**config.mk**
```make
export PLATFORM = sky130hd
export DESIGN_NAME = cluster_periph_plug_arbiter
export DESIGN_NICKNAME = d
export VERILOG_FILES = /design/src/rtl/cluster_periph_plug_arbiter.sv
export SDC_FILE = /design/constraint.sdc
export NUM_CORES = 1
export LEC_CHECK = 0
export CAP_MARGIN = 20
export CORE_AREA = 5 5 118 120
export DETAILED_ROUTE_END_ITERATION = 10
export DIE_AREA = 0 0 123 125
export MAX_ROUTING_LAYER = met4
export PLACE_DENSITY = 0.8
export RECOVER_POWER = 100
export SYNTH_ARGS = -nofsm -noshare
export SYNTH_HDL_FRONTEND = slang
export SYNTH_SLANG_ARGS = --single-unit
```
**constraint.sdc**
```tcl
create_clock -name clk_i -period 3.39 [get_ports clk_i]
set_clock_uncertainty 0.2 [all_clocks]
set_input_delay 0.8475 -clock clk_i [delete_from_list [all_inputs] [get_ports clk_i]]
set_output_delay 0.8475 -clock clk_i [all_outputs]
set_load 0.005 [all_outputs]
```
**src/rtl/cluster_periph_plug_arbiter.sv**
```systemverilog
// Merges NB_PLUGS peripheral-interconnect slave plugs onto one target port.
// A selection made in IDLE is forwarded in the same cycle. If the target does
// not grant, it is locked and held. Granted winners are queued in a response
// FIFO so that each target response can be steered back to its plug.
// Optional feature: define CLUSTER_PERIPH_ARB_RR_EN for round-robin arbitration.
// Without it, arbitration is fixed priority and the lowest index wins.
// Ports:
//   clk_i, rst_i                    clock, synchronous active-high reset
//   plug_req/add/wen/wdata/be/id_i  per-plug request
//   plug_gnt_o, plug_r_valid_o      per-plug grant / response valid
//   plug_r_rdata/opc/id_o           shared response fields (pass-through)
//   tgt_req/add/wen/wdata/be/id_o   merged request, tgt_gnt_i its grant
//   tgt_r_valid/rdata/opc/id_i      target response
//   resp_err_o                      pulse: response with nothing outstanding
module cluster_periph_plug_arbiter #(
   parameter int unsigned NB_PLUGS   = 2,
   parameter int unsigned ID_WIDTH   = 5,
   parameter int unsigned RESP_DEPTH = 2
) (
   input  logic                               clk_i,
   input  logic                               rst_i,
   input  logic [NB_PLUGS-1:0]                plug_req_i,
   input  logic [NB_PLUGS-1:0][31:0]          plug_add_i,
   input  logic [NB_PLUGS-1:0]                plug_wen_i,
   input  logic [NB_PLUGS-1:0][31:0]          plug_wdata_i,
   input  logic [NB_PLUGS-1:0][3:0]           plug_be_i,
   input  logic [NB_PLUGS-1:0][ID_WIDTH-1:0]  plug_id_i,
   output logic [NB_PLUGS-1:0]                plug_gnt_o,
   output logic [NB_PLUGS-1:0]                plug_r_valid_o,
   output logic [31:0]                        plug_r_rdata_o,
   output logic                               plug_r_opc_o,
   output logic [ID_WIDTH-1:0]                plug_r_id_o,
   output logic                               tgt_req_o,
   output logic [31:0]                        tgt_add_o,
   output logic                               tgt_wen_o,
   output logic [31:0]                        tgt_wdata_o,
   output logic [3:0]                         tgt_be_o,
   output logic [ID_WIDTH-1:0]                tgt_id_o,
   input  logic                               tgt_gnt_i,
   input  logic                               tgt_r_valid_i,
   input  logic [31:0]                        tgt_r_rdata_i,
   input  logic                               tgt_r_opc_i,
   input  logic [ID_WIDTH-1:0]                tgt_r_id_i,
   output logic                               resp_err_o
);

   localparam int unsigned IDX_W = (NB_PLUGS > 1) ? $clog2(NB_PLUGS) : 1;
   localparam int unsigned PTR_W = (RESP_DEPTH > 1) ? $clog2(RESP_DEPTH) : 1;
   localparam int unsigned CNT_W = $clog2(RESP_DEPTH + 1);

   typedef enum logic {IDLE, LOCKED} state_e;

   state_e                 state_q, state_d;
   logic [IDX_W-1:0]       sel_q, sel_c, win;
   logic [31:0]            add_q, wdata_q;
   logic                   wen_q;
   logic [3:0]             be_q;
   logic [ID_WIDTH-1:0]    id_q;
   logic [IDX_W-1:0]       fifo_q [RESP_DEPTH];
   logic [PTR_W-1:0]       wptr_q, wptr_d, rptr_q, rptr_d;
   logic [CNT_W-1:0]       cnt_q, cnt_d;
   logic                   err_q, err_d;
   logic                   any_req, locked, grant, pop;
   logic [IDX_W-1:0]       head;
`ifdef CLUSTER_PERIPH_ARB_RR_EN
   logic [IDX_W-1:0]       rr_q, rr_d;
`endif

   function automatic logic [PTR_W-1:0] ptr_inc(input logic [PTR_W-1:0] p);
      return (p == PTR_W'(RESP_DEPTH - 1)) ? '0 : p + PTR_W'(1);
   endfunction

   // Winner search over the current requests
   always_comb begin
      win     = '0;
      any_req = 1'b0;
`ifdef CLUSTER_PERIPH_ARB_RR_EN
      for (int unsigned i = 0; i < NB_PLUGS; i++) begin
         logic [IDX_W-1:0] idx;
         idx = IDX_W'((32'(rr_q) + i) % NB_PLUGS);
         if (!any_req && plug_req_i[idx]) begin
            any_req = 1'b1;
            win     = idx;
         end
      end
`else
      for (int unsigned i = NB_PLUGS; i > 0; i--) begin
         if (plug_req_i[IDX_W'(i - 1)]) win = IDX_W'(i - 1);
      end
      any_req = |plug_req_i;
`endif
   end

   assign locked = (state_q == LOCKED);
   assign sel_c  = locked ? sel_q : win;

   // Only a locked selection or a fresh one with FIFO room reaches the target
   assign tgt_req_o   = !rst_i && (locked || (any_req && (cnt_q < CNT_W'(RESP_DEPTH))));
   assign tgt_add_o   = locked ? add_q   : plug_add_i[win];
   assign tgt_wen_o   = locked ? wen_q   : plug_wen_i[win];
   assign tgt_wdata_o = locked ? wdata_q : plug_wdata_i[win];
   assign tgt_be_o    = locked ? be_q    : plug_be_i[win];
   assign tgt_id_o    = locked ? id_q    : plug_id_i[win];

   assign grant = tgt_req_o && tgt_gnt_i;
   assign pop   = !rst_i && tgt_r_valid_i && (cnt_q != '0);
   assign head  = fifo_q[rptr_q];

   assign plug_r_rdata_o = tgt_r_rdata_i;
   assign plug_r_opc_o   = tgt_r_opc_i;
   assign plug_r_id_o    = tgt_r_id_i;
   assign resp_err_o     = err_q;

   // One-hot steering of grant and response valid
   always_comb begin
      plug_gnt_o     = '0;
      plug_r_valid_o = '0;
      if (grant) plug_gnt_o[sel_c]  = 1'b1;
      if (pop)   plug_r_valid_o[head] = 1'b1;
   end

   // Next-state logic
   always_comb begin
      state_d = (tgt_req_o && !tgt_gnt_i) ? LOCKED : IDLE;
      wptr_d  = grant ? ptr_inc(wptr_q) : wptr_q;
      rptr_d  = pop   ? ptr_inc(rptr_q) : rptr_q;
      cnt_d   = cnt_q;
      if (grant && !pop)      cnt_d = cnt_q + CNT_W'(1);
      else if (!grant && pop) cnt_d = cnt_q - CNT_W'(1);
      err_d   = tgt_r_valid_i && (cnt_q == '0);
`ifdef CLUSTER_PERIPH_ARB_RR_EN
      rr_d = rr_q;
      if (grant) rr_d = (sel_c == IDX_W'(NB_PLUGS - 1)) ? '0 : sel_c + IDX_W'(1);
`endif
   end

   always_ff @(posedge clk_i) begin
      if (rst_i) begin
         state_q <= IDLE;
         sel_q   <= '0;
         add_q   <= '0;
         wen_q   <= 1'b0;
         wdata_q <= '0;
         be_q    <= '0;
         id_q    <= '0;
         wptr_q  <= '0;
         rptr_q  <= '0;
         cnt_q   <= '0;
         err_q   <= 1'b0;
         for (int unsigned i = 0; i < RESP_DEPTH; i++) fifo_q[i] <= '0;
`ifdef CLUSTER_PERIPH_ARB_RR_EN
         rr_q    <= '0;
`endif
      end else begin
         state_q <= state_d;
         // Capture what is being presented so a lock holds it unchanged
         sel_q   <= sel_c;
         add_q   <= tgt_add_o;
         wen_q   <= tgt_wen_o;
         wdata_q <= tgt_wdata_o;
         be_q    <= tgt_be_o;
         id_q    <= tgt_id_o;
         wptr_q  <= wptr_d;
         rptr_q  <= rptr_d;
         cnt_q   <= cnt_d;
         err_q   <= err_d;
         if (grant) fifo_q[wptr_q] <= sel_c;
`ifdef CLUSTER_PERIPH_ARB_RR_EN
         rr_q    <= rr_d;
`endif
      end
   end

endmodule

```
==> flow_summary.html, run 1 <==
<table>
<tr><th>Metric</th><th>Value</th></tr>
<tr><th colspan="2">Placement</th></tr>
<tr><td>Worst slack at placement</td><td>-0.471 ns</td></tr>
<tr><td>Global placement routability congestion</td><td>0.810</td></tr>
<tr><td>Detailed-placement wirelength estimate</td><td>10.4 mm</td></tr>
<tr><td>DP Cell Count</td><td>905</td></tr>
<tr><td>Input/output buffers</td><td>233</td></tr>
<tr><th colspan="2">Clock tree</th></tr>
<tr><td>CTS Hold Bufs</td><td>0</td></tr>
<tr><td>Clock Tree Buf Depth</td><td>2</td></tr>
<tr><td>H-tree levels</td><td>3</td></tr>
<tr><td>CTS Root Cell</td><td>clkbuf_16</td></tr>
<tr><td>CTS sink cnt</td><td>84</td></tr>
<tr><td>Clock buffer count from CTS</td><td>9</td></tr>
<tr><th colspan="2">Global routing</th></tr>
<tr><td>Largest net degree at the start of global routing</td><td>83</td></tr>
<tr><td>Antenna violations before repair</td><td>0</td></tr>
<tr><td>Total gr overflow</td><td>0</td></tr>
<tr><td>Combined global-route utilization of all metal layers</td><td>22.3%</td></tr>
<tr><td>Via count of the first global-routing pass</td><td>5202</td></tr>
<tr><td>First-pass GRT wire length</td><td>26.3 mm</td></tr>
<tr><th colspan="2">Floorplanning</th></tr>
<tr><td>Chip height</td><td>125 um</td></tr>
<tr><td>Starting Density</td><td>34.4%</td></tr>
<tr><td>Number of standard-cell rows in the floorplan</td><td>42</td></tr>
<tr><td>Num ports</td><td>310</td></tr>
<tr><td>Horizontal extent of the die</td><td>123 um</td></tr>
<tr><th colspan="2">Synth</th></tr>
<tr><td>Post-synthesis sequential area ratio</td><td>38.4%</td></tr>
<tr><td>Count of distinct cell types in the synthesized netlist</td><td>30</td></tr>
<tr><td>Number of synthesized register bits</td><td>84</td></tr>
<tr><td>Most used DFF post-synth</td><td>dfxtp_1</td></tr>
<tr><td>Synthesized instance count</td><td>501</td></tr>
<tr><td>Net Count, Synth</td><td>694</td></tr>
<tr><td>Synthesized area</td><td>4430 um^2</td></tr>
<tr><td>Number of enable-type register cells in the synthesized netlist</td><td>2</td></tr>
<tr><td>Mean cell area of the mapped netlist</td><td>8.84 um^2</td></tr>
<tr><td>Warning count from the yosys run</td><td>0</td></tr>
<tr><td>Proportion of register bits with asynchronous set or reset after synthesis</td><td>0%</td></tr>
<tr><th colspan="2">Timing</th></tr>
<tr><td>Worst endpoint from the post-global-route timing repair</td><td>tgt_add_o[21]</td></tr>
<tr><td>Worst endpoint kind after the last repair</td><td>primary output</td></tr>
<tr><th colspan="2">Status</th></tr>
<tr><td>First error</td><td>[ERROR DRT-0255] Maze Route cannot find path of net tgt_r_rdata_i[29] in worker of routeBox ( 96600 0 ) ( 123000 48300 ).</td></tr>
<tr><td>Outcome</td><td>aborted with a tool error</td></tr>
<tr><td>Stopped at</td><td>5_2_route</td></tr>
</table>
[cell usage after synthesis, types with 2 or more instances]
cell type,instances,share of area [%]
clkbuf_1,31,2.6
nor2_1,80,6.8
a21oi_1,77,8.7
xor2_1,2,0.40
nor3_1,3,0.34
buf_2,2,0.23
dfxtp_1,82,37
a211oi_1,74,13
inv_2,2,0.17
inv_1,2,0.17
or3_1,2,0.28
buf_12,5,2.3
mux2i_1,75,17
edfxtp_1,2,1.4
o21ai_0,4,0.45
buf_4,42,7.1
nor2b_1,3,0.42
[kinds of logic after synthesis]
| logic type | synth area share [%] |
|---|---|
| buf+inv | 12.7 |
| mux | 16.9 |
| xor+xnor | 0.395 |
| compound gates | 22.5 |
| fa+ha+maj | 0.282 |
| simple gates | 8.87 |
| flops | 38.4 |
[layer usage]
| layer | GRT usage, % |
|---|---|
| met1 | 25.8 |
| met4 | 6.71 |
| met3 | 5.37 |
| met5 | - |
| met2 | 38.0 |
[timing repair]
| item | 4_1_cts | 5_1_grt |
|---|---|---|
| gates cloned | 10 | 0 |
| pin swaps | 4 | 2 |
| endpoints found under the setup margin | 76 | 59 |
| resized for setup | 228 | 80 |
| setup buffers | 45 | 9 |
[through the flow]
stage,util [%],TNS [ns],cell area [um^2]
after floorplan,-,0,4430
after global placement,54.9,-25.63,7070
after global routing,67.7,-1.23,8720
after detailed placement,54.9,-28.27,7070
after CTS,65.7,-0.302,8460
==> run 2, diff against run 1 <==
MAX_ROUTING_LAYER = unset   (was met4)
PLACE_DENSITY = unset   (was 0.8)
PLACE_DENSITY_LB_ADDON = 0.15   (was unset)
==> run 2 against run 1 <==
  * The run now ends clean
  * Synthesized cell count stayed put
  * Synthesized area stayed put
  * Global-route usage is 1.0 points lower
==> flow_summary.html, run 2 <==
<table>
<tr><th>Metric</th><th>Value</th></tr>
<tr><th colspan="2">Floorplanning</th></tr>
<tr><td>Total Die Area</td><td>15400 um^2</td></tr>
<tr><td>Starting Density</td><td>34.4%</td></tr>
<tr><td>Area of the placeable core</td><td>12900 um^2</td></tr>
<tr><td>Chip height</td><td>125 um</td></tr>
<tr><td>Num ports</td><td>310</td></tr>
<tr><td>Number of standard-cell rows in the floorplan</td><td>42</td></tr>
<tr><td>Horizontal extent of the die</td><td>123 um</td></tr>
<tr><th colspan="2">Power and ir drop</th></tr>
<tr><td>Leakage</td><td>3.48 nW</td></tr>
<tr><td>Total power after layout</td><td>3.20 mW</td></tr>
<tr><td>Peak VDD IR</td><td>0.000272 V</td></tr>
<tr><td>Areal power density over the cells</td><td>372 nW/um^2</td></tr>
<tr><th colspan="2">Clock tree</th></tr>
<tr><td>CTS tree</td><td>built</td></tr>
<tr><td>H-tree levels</td><td>3</td></tr>
<tr><td>CTS Hold Bufs</td><td>0</td></tr>
<tr><td>CTS Root Cell</td><td>clkbuf_16</td></tr>
<tr><td>Clock Tree Buf Depth</td><td>2</td></tr>
<tr><td>CTS sink cnt</td><td>84</td></tr>
<tr><td>Clock edge transition at the registers on the reported setup and hold paths</td><td>0.06 ns</td></tr>
<tr><td>Clock latency of the later-clocked register in the worst-skew pair</td><td>0.33 ns</td></tr>
<tr><td>Clock buffer count from CTS</td><td>9</td></tr>
<tr><th colspan="2">Synth</th></tr>
<tr><td>Synth area leaders</td><td>dfxtp_1 (37%), mux2i_1 (17%), a211oi_1 (13%), a21oi_1 (8.7%), buf_4 (7.1%)</td></tr>
<tr><td>Number of synthesized register bits</td><td>84</td></tr>
<tr><td>Net Count, Synth</td><td>694</td></tr>
<tr><td>Synthesized instance count</td><td>501</td></tr>
<tr><td>Proportion of register bits with asynchronous set or reset after synthesis</td><td>0%</td></tr>
<tr><td>Mean cell area of the mapped netlist</td><td>8.84 um^2</td></tr>
<tr><td>Synth cell count leaders</td><td>dfxtp_1 (82), nor2_1 (80), a21oi_1 (77), mux2i_1 (75), a211oi_1 (74)</td></tr>
<tr><td>Most used DFF post-synth</td><td>dfxtp_1</td></tr>
<tr><td>Post-synthesis sequential area ratio</td><td>38.4%</td></tr>
<tr><td>Synthesized area</td><td>4430 um^2</td></tr>
<tr><td>Number of enable-type register cells in the synthesized netlist</td><td>2</td></tr>
<tr><td>Cell with the most instances after synthesis</td><td>dfxtp_1</td></tr>
<tr><td>Cell accounting for the most synthesized area</td><td>dfxtp_1</td></tr>
<tr><td>Warning count from the yosys run</td><td>0</td></tr>
<tr><td>Fraction of synthesized cell area taken by the top area cell type</td><td>37.1%</td></tr>
<tr><td>Count of distinct cell types in the synthesized netlist</td><td>30</td></tr>
<tr><th colspan="2">Critical path</th></tr>
<tr><td>Count of cells along the worst register-to-register path</td><td>7</td></tr>
<tr><td>Data required time at the worst endpoint</td><td>2.34 ns</td></tr>
<tr><td>Critical path fanouts, max</td><td>7</td></tr>
<tr><td>Worst path arrival time</td><td>2.32 ns</td></tr>
<tr><td>Category of the critical setup timing path</td><td>primary input to primary output</td></tr>
<tr><td>Critical path endpoint category</td><td>primary output</td></tr>
<tr><td>CP startpoint kind</td><td>primary input</td></tr>
<tr><th colspan="2">Timing</th></tr>
<tr><td>Fin. Hold Viols</td><td>0</td></tr>
<tr><td>Setup Viol. Count Final</td><td>0</td></tr>
<tr><td>Final Worst Setup Slack</td><td>0.0225 ns</td></tr>
<tr><td>Worst-case hold slack</td><td>0.316 ns</td></tr>
<tr><td>Final critical delay including setup and external delays</td><td>3.37 ns</td></tr>
<tr><td>Slew Limit Fails</td><td>0</td></tr>
<tr><td>Worst Max-Slew Pin Slew</td><td>1.03 ns</td></tr>
<tr><td>Relative slew slack</td><td>31.3%</td></tr>
<tr><td>Achievable frequency</td><td>0.297 GHz</td></tr>
<tr><td>Final worst path period share</td><td>99.3%</td></tr>
<tr><th colspan="2">Route</th></tr>
<tr><td>Routed vias</td><td>4873</td></tr>
<tr><td>Starting DRC count in detailed routing</td><td>181</td></tr>
<tr><td>Sum of routed wire length over all layers</td><td>16.8 mm</td></tr>
<tr><td>Vias per Instance</td><td>4.98</td></tr>
<tr><td>Length of the first detailed-routing pass in iterations</td><td>4</td></tr>
<tr><td>Detailed-route DRC error count</td><td>0</td></tr>
<tr><td>Antenna viol nets, final</td><td>0</td></tr>
<tr><td>WL/cell</td><td>17.2 um</td></tr>
<tr><th colspan="2">Placement</th></tr>
<tr><td>Worst slack at placement</td><td>-0.434 ns</td></tr>
<tr><td>Input/output buffers</td><td>233</td></tr>
<tr><td>Area after DPL</td><td>7150 um^2</td></tr>
<tr><td>Global placement routability congestion</td><td>0.782</td></tr>
<tr><td>Detailed-placement wirelength estimate</td><td>10.7 mm</td></tr>
<tr><th colspan="2">Min path</th></tr>
<tr><td>Kind of path behind the tightest hold check</td><td>flip-flop to flip-flop</td></tr>
<tr><td>WHS Path Cells</td><td>2</td></tr>
<tr><th colspan="2">Global routing</th></tr>
<tr><td>Largest net degree at the start of global routing</td><td>56</td></tr>
<tr><td>Total gr overflow</td><td>0</td></tr>
<tr><td>Via count of the first global-routing pass</td><td>4982</td></tr>
<tr><td>Combined global-route utilization of all metal layers</td><td>21.3%</td></tr>
<tr><td>Antenna violations before repair</td><td>0</td></tr>
<tr><td>First-pass GRT wire length</td><td>25.6 mm</td></tr>
<tr><th colspan="2">Layout</th></tr>
<tr><td>Most frequent standard cell in the layout excluding fill and tap cells</td><td>clkdlybuf4s50_1</td></tr>
<tr><td>Number of nets at the end of the flow</td><td>990</td></tr>
<tr><td>Total inserted antenna cells</td><td>0</td></tr>
<tr><td>Fraction of final layout cells sized beyond drive strength 1</td><td>28.7%</td></tr>
<tr><td>Area growth syn-to-layout</td><td>94.1%</td></tr>
<tr><td>Registers with the highest flip-flop counts</td><td>add_q: 32 flops, wdata_q: 32 flops, id_q: 5 flops</td></tr>
<tr><td>Final Cell Area</td><td>8600 um^2</td></tr>
<tr><td>Core Util, Final</td><td>66.8%</td></tr>
<tr><td>Commonest non-fill, non-tap cells in the layout</td><td>clkdlybuf4s50_1 (151), buf_4 (104), dfxtp_1 (82), nor2_1 (80)</td></tr>
<tr><th colspan="2">Status</th></tr>
<tr><td>Outcome</td><td>finished clean</td></tr>
<tr><th colspan="2">Job</th></tr>
<tr><td>Count of maximum capacitance violations</td><td>0</td></tr>
</table>
## run 2: cell counts after synthesis
Identical to the previous run, type by type.
## run 2: path summary, 6_finish.rpt
kind                            slack, ns     startpoint              end
worst max-delay path                 0.02  plug_req_i[0]  tgt_wdata_o[20]
worst min-delay path                 0.32         rptr_q           rptr_q
worst max register to register       1.01         locked         cnt_q[1]
worst min register to register       0.32         rptr_q           rptr_q
## run 2: cells by family after synthesis
family,count (synthesis),synth area share [%]
multiplexers,75,16.9
buffers and inverters,85,12.7
XOR/XNOR,2,0.395
adder cells (fa/ha/maj),1,0.282
AND/OR/NAND/NOR,95,8.87
flip-flops,84,38.4
AO/OA/AOI/OAI,159,22.5
## run 2: per-layer routing
metal  global-route usage (%)  share of wire [%]  up-vias
met5                        0                  0        -
li1                         -                  -     2391
met4                     10.3                4.0        0
met1                     23.9                 38     2239
met3                     5.01                6.1       56
met2                     37.3                 52      187
## run 2: metrics by stage
step / TNS, ns / cells
6_report: 0 / 978
2_1_floorplan: 0 / 501
4_1_cts: -0.189 / 974
3_3_place_gp: -24.59 / 915
5_1_grt: -0.0129 / 978
3_5_place_dp: -25.48 / 915
## run 2: what timing repair did
action,in CTS,in global routing
setup buffers,31,4
resized for setup,209,32
pin swaps,5,0
gates cloned,12,1
endpoints found under the setup margin,79,73
## run 2: cell type report
class	count	area [um^2]
clock buffers	14	264
clock inverters	2	35.0
fillers	1033	4280
inverters	4	20.0
multi-input cells	332	2730
flip-flops and latches	84	1700
well taps	176	220
repair buffers	366	3630
## run 2: where the power goes
group	switching [mW]	internal, mW	total, mW
clock network	0.372	0.611	0.982
registers	0.0331	1.09	1.12
logic	0.443	0.655	1.10
total	0.847	2.35	3.20
## run 2: critical path: stages
cell and delay [ns]:
buf_2 0.13, nor2b_4 0.16, buf_6 0.14, buf_16 0.13
bufbuf_16 0.28, mux2i_2 0.24, a21oi_1 0.09, dlygate4sd2_1 0.28
Note: power is estimated with default switching activity, not from simulation.
==> run 3, diff against run 2 <==
SLEW_MARGIN = 20   (was unset)
==> results of run 3 <==
Final layout, timing and power as in run 2 (identical DEF).
